--- src/rtl/systolic_ctrl_if.sv ---
// Job/array control bundle between a job master and the systolic controller.
// Carries job request, per-edge inject valids, feed index and drain handshake.
interface systolic_ctrl_if #(
    parameter int ROWS = 4,
    parameter int COLS = 4,
    parameter int KW   = 8
);
    localparam int IW = $clog2(COLS);

    logic            start;
    logic [KW-1:0]   k_len;
    logic            busy;
    logic            done;
    logic            err;
    logic            acc_clear;
    logic [ROWS-1:0] iact_valid;
    logic [COLS-1:0] weight_valid;
    logic [KW-1:0]   feed_addr;
    logic            shift_acc;
    logic            drain_in_valid;
    logic [IW-1:0]   drain_idx;

    modport master (
        output start, k_len, drain_in_valid,
        input  busy, done, err, acc_clear, iact_valid, weight_valid,
               feed_addr, shift_acc, drain_idx
    );

    modport slave (
        input  start, k_len, drain_in_valid,
        output busy, done, err, acc_clear, iact_valid, weight_valid,
               feed_addr, shift_acc, drain_idx
    );
endinterface

--- src/rtl/systolic_ctrl.sv ---
// Systolic array job sequencer: clear, skewed feed, capture, drain with timeout.
// All outputs registered; start is ignored while busy, drain waits on drain_in_valid.
module systolic_ctrl #(
    parameter int ROWS = 4,
    parameter int COLS = 4,
    parameter int KW   = 8
) (
    input  logic            clock,
    input  logic            reset,
    systolic_ctrl_if.slave  bus
);
    localparam int IW = $clog2(COLS);
    localparam int BW = $clog2(COLS + 1);
    localparam int TW = $clog2(2 * COLS + 1);
    localparam int CW = KW + 1;

    typedef enum logic [2:0] {IDLE, CLEAR, FEED, SHIFT, DRAIN, DONE} state_e;

    state_e          state_q;
    logic [KW-1:0]   k_q;
    logic [CW-1:0]   t_q, t_d;
    logic [BW-1:0]   beat_q, beat_d;
    logic [TW-1:0]   tmo_q, tmo_d;
    logic            last_feed;

    logic            busy_q, done_q, err_q, acc_clear_q, shift_acc_q;
    logic [ROWS-1:0] iact_q;
    logic [COLS-1:0] wgt_q;
    logic [KW-1:0]   feed_addr_q;
    logic [IW-1:0]   drain_idx_q;

    // Row r sees operand t-r, so it is live for t in [r, r+k-1]; empty when k=0.
    function automatic logic [ROWS-1:0] row_vld(input logic [CW-1:0] t, input logic [KW-1:0] k);
        logic [ROWS-1:0] v;
        v = '0;
        for (int r = 0; r < ROWS; r++) v[r] = (int'(t) >= r) && (int'(t) < r + int'(k));
        return v;
    endfunction

    function automatic logic [COLS-1:0] col_vld(input logic [CW-1:0] t, input logic [KW-1:0] k);
        logic [COLS-1:0] v;
        v = '0;
        for (int c = 0; c < COLS; c++) v[c] = (int'(t) >= c) && (int'(t) < c + int'(k));
        return v;
    endfunction

    always_comb begin
        t_d    = t_q + 1'b1;
        beat_d = beat_q + 1'b1;
        tmo_d  = tmo_q + 1'b1;
    end

    assign last_feed = (int'(t_q) == int'(k_q) + ROWS + COLS - 3);

    always_ff @(posedge clock) begin
        if (reset) begin
            state_q     <= IDLE;
            k_q         <= '0;
            t_q         <= '0;
            beat_q      <= '0;
            tmo_q       <= '0;
            busy_q      <= 1'b0;
            done_q      <= 1'b0;
            err_q       <= 1'b0;
            acc_clear_q <= 1'b0;
            shift_acc_q <= 1'b0;
            iact_q      <= '0;
            wgt_q       <= '0;
            feed_addr_q <= '0;
            drain_idx_q <= '0;
        end else begin
            done_q      <= 1'b0;
            err_q       <= 1'b0;
            acc_clear_q <= 1'b0;
            shift_acc_q <= 1'b0;
            iact_q      <= '0;
            wgt_q       <= '0;
            feed_addr_q <= '0;
            drain_idx_q <= '0;
            case (state_q)
                IDLE: begin
                    if (bus.start) begin
                        k_q         <= bus.k_len;
                        state_q     <= CLEAR;
                        busy_q      <= 1'b1;
                        acc_clear_q <= 1'b1;
                    end
                end
                CLEAR: begin
                    state_q <= FEED;
                    t_q     <= '0;
                    iact_q  <= row_vld('0, k_q);
                    wgt_q   <= col_vld('0, k_q);
                end
                FEED: begin
                    if (last_feed) begin
                        state_q     <= SHIFT;
                        shift_acc_q <= 1'b1;
                    end else begin
                        t_q         <= t_d;
                        iact_q      <= row_vld(t_d, k_q);
                        wgt_q       <= col_vld(t_d, k_q);
                        feed_addr_q <= t_d[KW-1:0];
                    end
                end
                SHIFT: begin
                    state_q <= DRAIN;
                    beat_q  <= '0;
                    tmo_q   <= '0;
                end
                DRAIN: begin
                    // Completion wins over timeout when the last beat lands on the final cycle.
                    if (bus.drain_in_valid && beat_q == BW'(COLS - 1)) begin
                        state_q <= DONE;
                        done_q  <= 1'b1;
                    end else if (tmo_q == TW'(2 * COLS - 1)) begin
                        state_q <= IDLE;
                        busy_q  <= 1'b0;
                        err_q   <= 1'b1;
                    end else begin
                        tmo_q <= tmo_d;
                        if (bus.drain_in_valid) begin
                            beat_q      <= beat_d;
                            drain_idx_q <= beat_d[IW-1:0];
                        end else begin
                            drain_idx_q <= beat_q[IW-1:0];
                        end
                    end
                end
                DONE: begin
                    state_q <= IDLE;
                    busy_q  <= 1'b0;
                end
                default: begin
                    state_q <= IDLE;
                    busy_q  <= 1'b0;
                end
            endcase
        end
    end

    assign bus.busy         = busy_q;
    assign bus.done         = done_q;
    assign bus.err          = err_q;
    assign bus.acc_clear    = acc_clear_q;
    assign bus.shift_acc    = shift_acc_q;
    assign bus.iact_valid   = iact_q;
    assign bus.weight_valid = wgt_q;
    assign bus.feed_addr    = feed_addr_q;
    assign bus.drain_idx    = drain_idx_q;
endmodule

--- src/flat_wrapper.sv ---
// flat-port wrapper written by rule: the top's interface ports become plain ports
module systolic_ctrl_flat 
#(
    parameter int ROWS = 4,
    parameter int COLS = 4,
    parameter int KW   = 8
)
  (clock, reset, bus_start, bus_k_len, bus_drain_in_valid, bus_busy, bus_done, bus_err, bus_acc_clear, bus_iact_valid, bus_weight_valid, bus_feed_addr, bus_shift_acc, bus_drain_idx);
  systolic_ctrl_if #(.ROWS(ROWS), .COLS(COLS), .KW(KW)) bus_i ();
  input  logic clock;
  input  logic reset;
  input wire logic [$bits(bus_i.start)-1:0] bus_start;
  input wire logic [$bits(bus_i.k_len)-1:0] bus_k_len;
  input wire logic [$bits(bus_i.drain_in_valid)-1:0] bus_drain_in_valid;
  output wire logic [$bits(bus_i.busy)-1:0] bus_busy;
  output wire logic [$bits(bus_i.done)-1:0] bus_done;
  output wire logic [$bits(bus_i.err)-1:0] bus_err;
  output wire logic [$bits(bus_i.acc_clear)-1:0] bus_acc_clear;
  output wire logic [$bits(bus_i.iact_valid)-1:0] bus_iact_valid;
  output wire logic [$bits(bus_i.weight_valid)-1:0] bus_weight_valid;
  output wire logic [$bits(bus_i.feed_addr)-1:0] bus_feed_addr;
  output wire logic [$bits(bus_i.shift_acc)-1:0] bus_shift_acc;
  output wire logic [$bits(bus_i.drain_idx)-1:0] bus_drain_idx;
  assign bus_i.start = bus_start;
  assign bus_i.k_len = bus_k_len;
  assign bus_i.drain_in_valid = bus_drain_in_valid;
  assign bus_busy = bus_i.busy;
  assign bus_done = bus_i.done;
  assign bus_err = bus_i.err;
  assign bus_acc_clear = bus_i.acc_clear;
  assign bus_iact_valid = bus_i.iact_valid;
  assign bus_weight_valid = bus_i.weight_valid;
  assign bus_feed_addr = bus_i.feed_addr;
  assign bus_shift_acc = bus_i.shift_acc;
  assign bus_drain_idx = bus_i.drain_idx;
  systolic_ctrl #(.ROWS(ROWS), .COLS(COLS), .KW(KW)) u_core (.clock(clock), .reset(reset), .bus(bus_i));
endmodule
--- config.mk ---
export PLATFORM = sky130hd
export DESIGN_NAME = systolic_ctrl_flat
export DESIGN_NICKNAME = d
export VERILOG_FILES = /design/src/rtl/systolic_ctrl_if.sv /design/src/rtl/systolic_ctrl.sv /design/src/flat_wrapper.sv
export SDC_FILE = /design/constraint.sdc
export NUM_CORES = 1
export LEC_CHECK = 0
export ABC_AREA = 1
export CAP_MARGIN = 20
export CORE_UTILIZATION = 30
export CTS_CLUSTER_DIAMETER = 100
export DETAILED_ROUTE_END_ITERATION = 10
export PLACE_DENSITY = 0.47
export SLEW_MARGIN = 5
export SYNTH_ARGS = -nofsm -noshare
export SYNTH_HDL_FRONTEND = slang
export SYNTH_SLANG_ARGS = --single-unit
--- constraint.sdc ---
create_clock -name clock -period 7 [get_ports clock]
set_clock_uncertainty 0.15 [all_clocks]
set_input_delay 1.05 -clock clock [delete_from_list [all_inputs] [get_ports clock]]
set_output_delay 1.05 -clock clock [all_outputs]
set_load 0.05 [all_outputs]
==> summary.md <==
| Metric | Value |
|---|---|
| PwrDens | 349 nW/um2 |
| CP required | between 7000 and 8000 ps |
| Syn Area/Cell | 6.91 um2 |
| Register area share after synthesis | between 20% and 30% |
| Setup CP Type | flip-flop to flip-flop |
| Sequential share of power | a little over a quarter |
| CTS Buf Count | 5 |
| PnR worst setup slack | 4070 ps |
| WP buf/inv | 2 |
| Crit path launch type | flip-flop |
| Most used cell, CP | nor2_1 |
| DRT Pass-1 Iters | 4 |
| Wire length of the first global-routing pass | 15.7 mm |
| Routed Antenna Nets | 0 |
| Via density | 4.79 |
| Synthesized cell area | 3520 um2 |
| Leakage power | 1.94 nW |
| Routability Congestion | between 0.8 and 0.9 |
| Post-synth EDFFs | 0 |
| Hold_sp | u_core.beat_q[2]$_SDFFE_PP0P_ |
| VDD IR-drop max | between 0.00015 and 0.0002 V |
| TritonCTS clock tree | built |
| Layout cells sized above 1 | under 10% |
| Initial DRC Count | approximately 200 |
| Crit Path Max Fanout | 11 |
| Initial core utilization | between 30% and 40% |
| Hold Violations, Final | 0 |
| Gr usage total | between 15 and 20% |
| Largest net degree at the start of global routing | 26 |
| Initial antenna violation count | 0 |
| Clock slew seen by the registers of the worst setup and hold paths | roughly 70 ps |
| Slew @ Worst Pin | approximately 730 ps |
| CP max stage delay | ~530 ps |
| Worst rel slew slack | about half |
| Hpwl dp | ~7.4 mm |
| CP Data Arrival Time | approximately 2900 ps |
| Critical Path Source | u_core.k_q[0]$_SDFFE_PP0P_ |
| H-tree depth | 2 |
| PostCTS Resize Cnt | 0 |
| WL final | 9.37 mm |
| Tcrit/Tclk final | about two fifths |
| Fin crit period | around 2900 ps |
| DIE WIDTH | approximately 110 um |
| Cell Int Power | 786 uW |
| Reg2Reg Launch Point | u_core.k_q[0]$_SDFFE_PP0P_ |
| Clock Sinks | 46 |
| Buffers on Ports | 34 |
| Switching share of power | 45.4% |
| Yosys reg bits | 46 |
| Worst-path cell chain | inv_1 -> ha_1 -> inv_1 -> nor2_1 -> nor3_1 -> nand3_1 -> nor2_1 -> nand2_1 -> nor2_1 -> nand3_2 -> nand3_1 -> nor2_1 |
| Max-slew violation count | 0 |
| CTS root buf | clkbuf_16 |
| Worst Setup End Kind | flip-flop |
| Placeable Area | 11400 um2 |
| Commonest non-fill, non-tap cell in the layout | nand2_1 |
| Hold-fix buffers, CTS | 0 |
| Comb pwr share | between 50% and 60% |
| Max_cap viols | 0 |
| NetSw | between 600 and 700 uW |
| Number of library cell types mapped by synthesis | 42 |
| Routed WL per cell | about 14 um |
| Clk_lat worst skew | 290 ps |
| Clk pwr share | between 20 and 25% |
| RSZ-0062 raised after global routing | no |
| Nets | between 500 and 600 |
| Fill cells | ~1300 |
| Hold crit path type | flip-flop to flip-flop |
| Via count | between 3000 and 4000 |
| Grt ovf | 0 |
| Setup WS pre-CTS | approximately 4000 ps |
| Synthesized instance count | 509 |
| Site Rows | 39 |
| CTS max path bufs | 2 |
| Most frequently used flop master after synthesis | dfxtp_1 |
| # setup viols final | 0 |
| Die Area | about 12000 um2 |
| Postcts setup bufs | 0 |
| Critical path's top delay family | simple AND/OR/NAND/NOR gates |
| I/O pin cnt | 35 |
| Die Span Y | 110 um |
| Outcome | completed |
| Vias in the first global route | about 3100 |
| Post-Syn Nets | 570 |
| DRC violations left | 0 |
| Post-synth ARST share | 0% |
| Area grow syn2layout | 17.4% |
| Warnings from Yosys | 0 |
| Max Clock Freq | ~340 MHz |
| Sum of negative setup slack | 0 ps |
| Most frequent cells in the layout | nand2_1 (103), nor2_1 (70), inv_1 (56) |
| N_diodes | 0 |
| Slowest-stage cell, CP | dfxtp_1 |
## layout make-up
class                   count  area, um2  share of cell area (%)
clock buffers               5        125                    3.03
flip-flops and latches     46        921                    22.3
clock inverters             3       68.8                    1.67
well taps                 143        179                    4.34
inverters                  62        236                    5.73
multi-input cells         383       2250                    54.5
repair buffers             35        348                    8.43
## worst reg2reg max path: cells and delay by family (launching register included)
family / cells / cell delay (ps)
AND/OR/NAND/NOR: 9 / 1220
buffers and inverters: 2 / 430
flip-flops: 1 / 530
adder cells (fa/ha/maj): 1 / 460
## kinds of logic after synthesis
family          synth area share [%]
compound gates                  12.1
mux                            0.285
buf+inv                         9.86
fa+ha+maj                       17.4
simple gates                    30.7
xor+xnor                        3.49
flops                           26.2
## final timing paths
| path | end | slack, ps | cells after the start |
|---|---|---|---|
| hold / removal | u_core.beat_q[2]$_SDFFE_PP0P_ | 330 | 2 |
| hold reg to reg | u_core.beat_q[2]$_SDFFE_PP0P_ | 330 | 2 |
| setup / recovery | u_core.bus.feed_addr[6]$_SDFF_PP0_ | 4070 | 12 |
| setup reg to reg | u_core.bus.feed_addr[6]$_SDFF_PP0_ | 4070 | 12 |
## synthesized netlist by cell type (2+ instances only)
| library cell | n | area, um2 |
|---|---|---|
| nand2_1 | 103 | 387 |
| nand3_1 | 26 | 130 |
| inv_2 | 4 | 15.0 |
| o21ai_1 | 2 | 10.0 |
| dfxtp_1 | 46 | 921 |
| a21oi_1 | 37 | 185 |
| buf_6 | 2 | 22.5 |
| a31oi_1 | 2 | 12.5 |
| buf_4 | 5 | 37.5 |
| nand3_2 | 2 | 20.0 |
| nand4_1 | 10 | 62.6 |
| clkbuf_1 | 6 | 22.5 |
| nor3_1 | 14 | 70.1 |
| xnor2_1 | 3 | 26.3 |
| o211a_1 | 2 | 20.0 |
| xor2_1 | 11 | 96.3 |
| nor2_2 | 2 | 12.5 |
| buf_2 | 4 | 20.0 |
| nor2_1 | 70 | 263 |
| ha_1 | 49 | 613 |
| o211ai_1 | 2 | 15.0 |
| nand2_4 | 4 | 45.0 |
| nand2_2 | 6 | 37.5 |
| inv_1 | 56 | 210 |
| o21ai_0 | 24 | 120 |
## metrics by stage
step	std cells	power, mW	hold slack [ps]	cell area (um2)	utilization, %
after global routing	677	1.58	351	4130	36.1
after CTS	677	1.45	332	4130	36.1
after global placement	669	1.14	319	3930	34.4
after floorplan	509	0.943	295	3520	-
after detailed placement	669	1.14	317	3930	34.4
final	677	1.44	326	4130	36.1
## per-layer routing
metal | track usage (%) | wire length, um
met2 | 26.4 | 4110
met3 | 2.59 | 382
met4 | 4.42 | 105
met5 | 0 | 0
met1 | 24.0 | 4770
## flip-flops by register name, summed over array words and instances (netlist names)
signal / count
u_core.beat_q: 3
u_core.bus.acc_clear: 1
u_core.bus.busy: 1
u_core.bus.done: 1
u_core.bus.drain_idx: 2
u_core.bus.err: 1
u_core.bus.feed_addr: 8
u_core.bus.iact_valid: 4
u_core.bus.shift_acc: 1
u_core.k_q: 8
u_core.state_q: 3
u_core.t_q: 9
u_core.tmo_q: 4
## power groups by stage
stage          Clock (mW)  Combinational [mW]  Sequential [mW]
2_1_floorplan           0               0.560            0.383
3_3_place_gp            0               0.751            0.385
3_5_place_dp            0               0.752            0.384
4_1_cts             0.315               0.756            0.378
5_1_grt             0.328               0.857            0.390
6_report            0.310               0.752            0.378
Power figures use the tool's default switching activity.
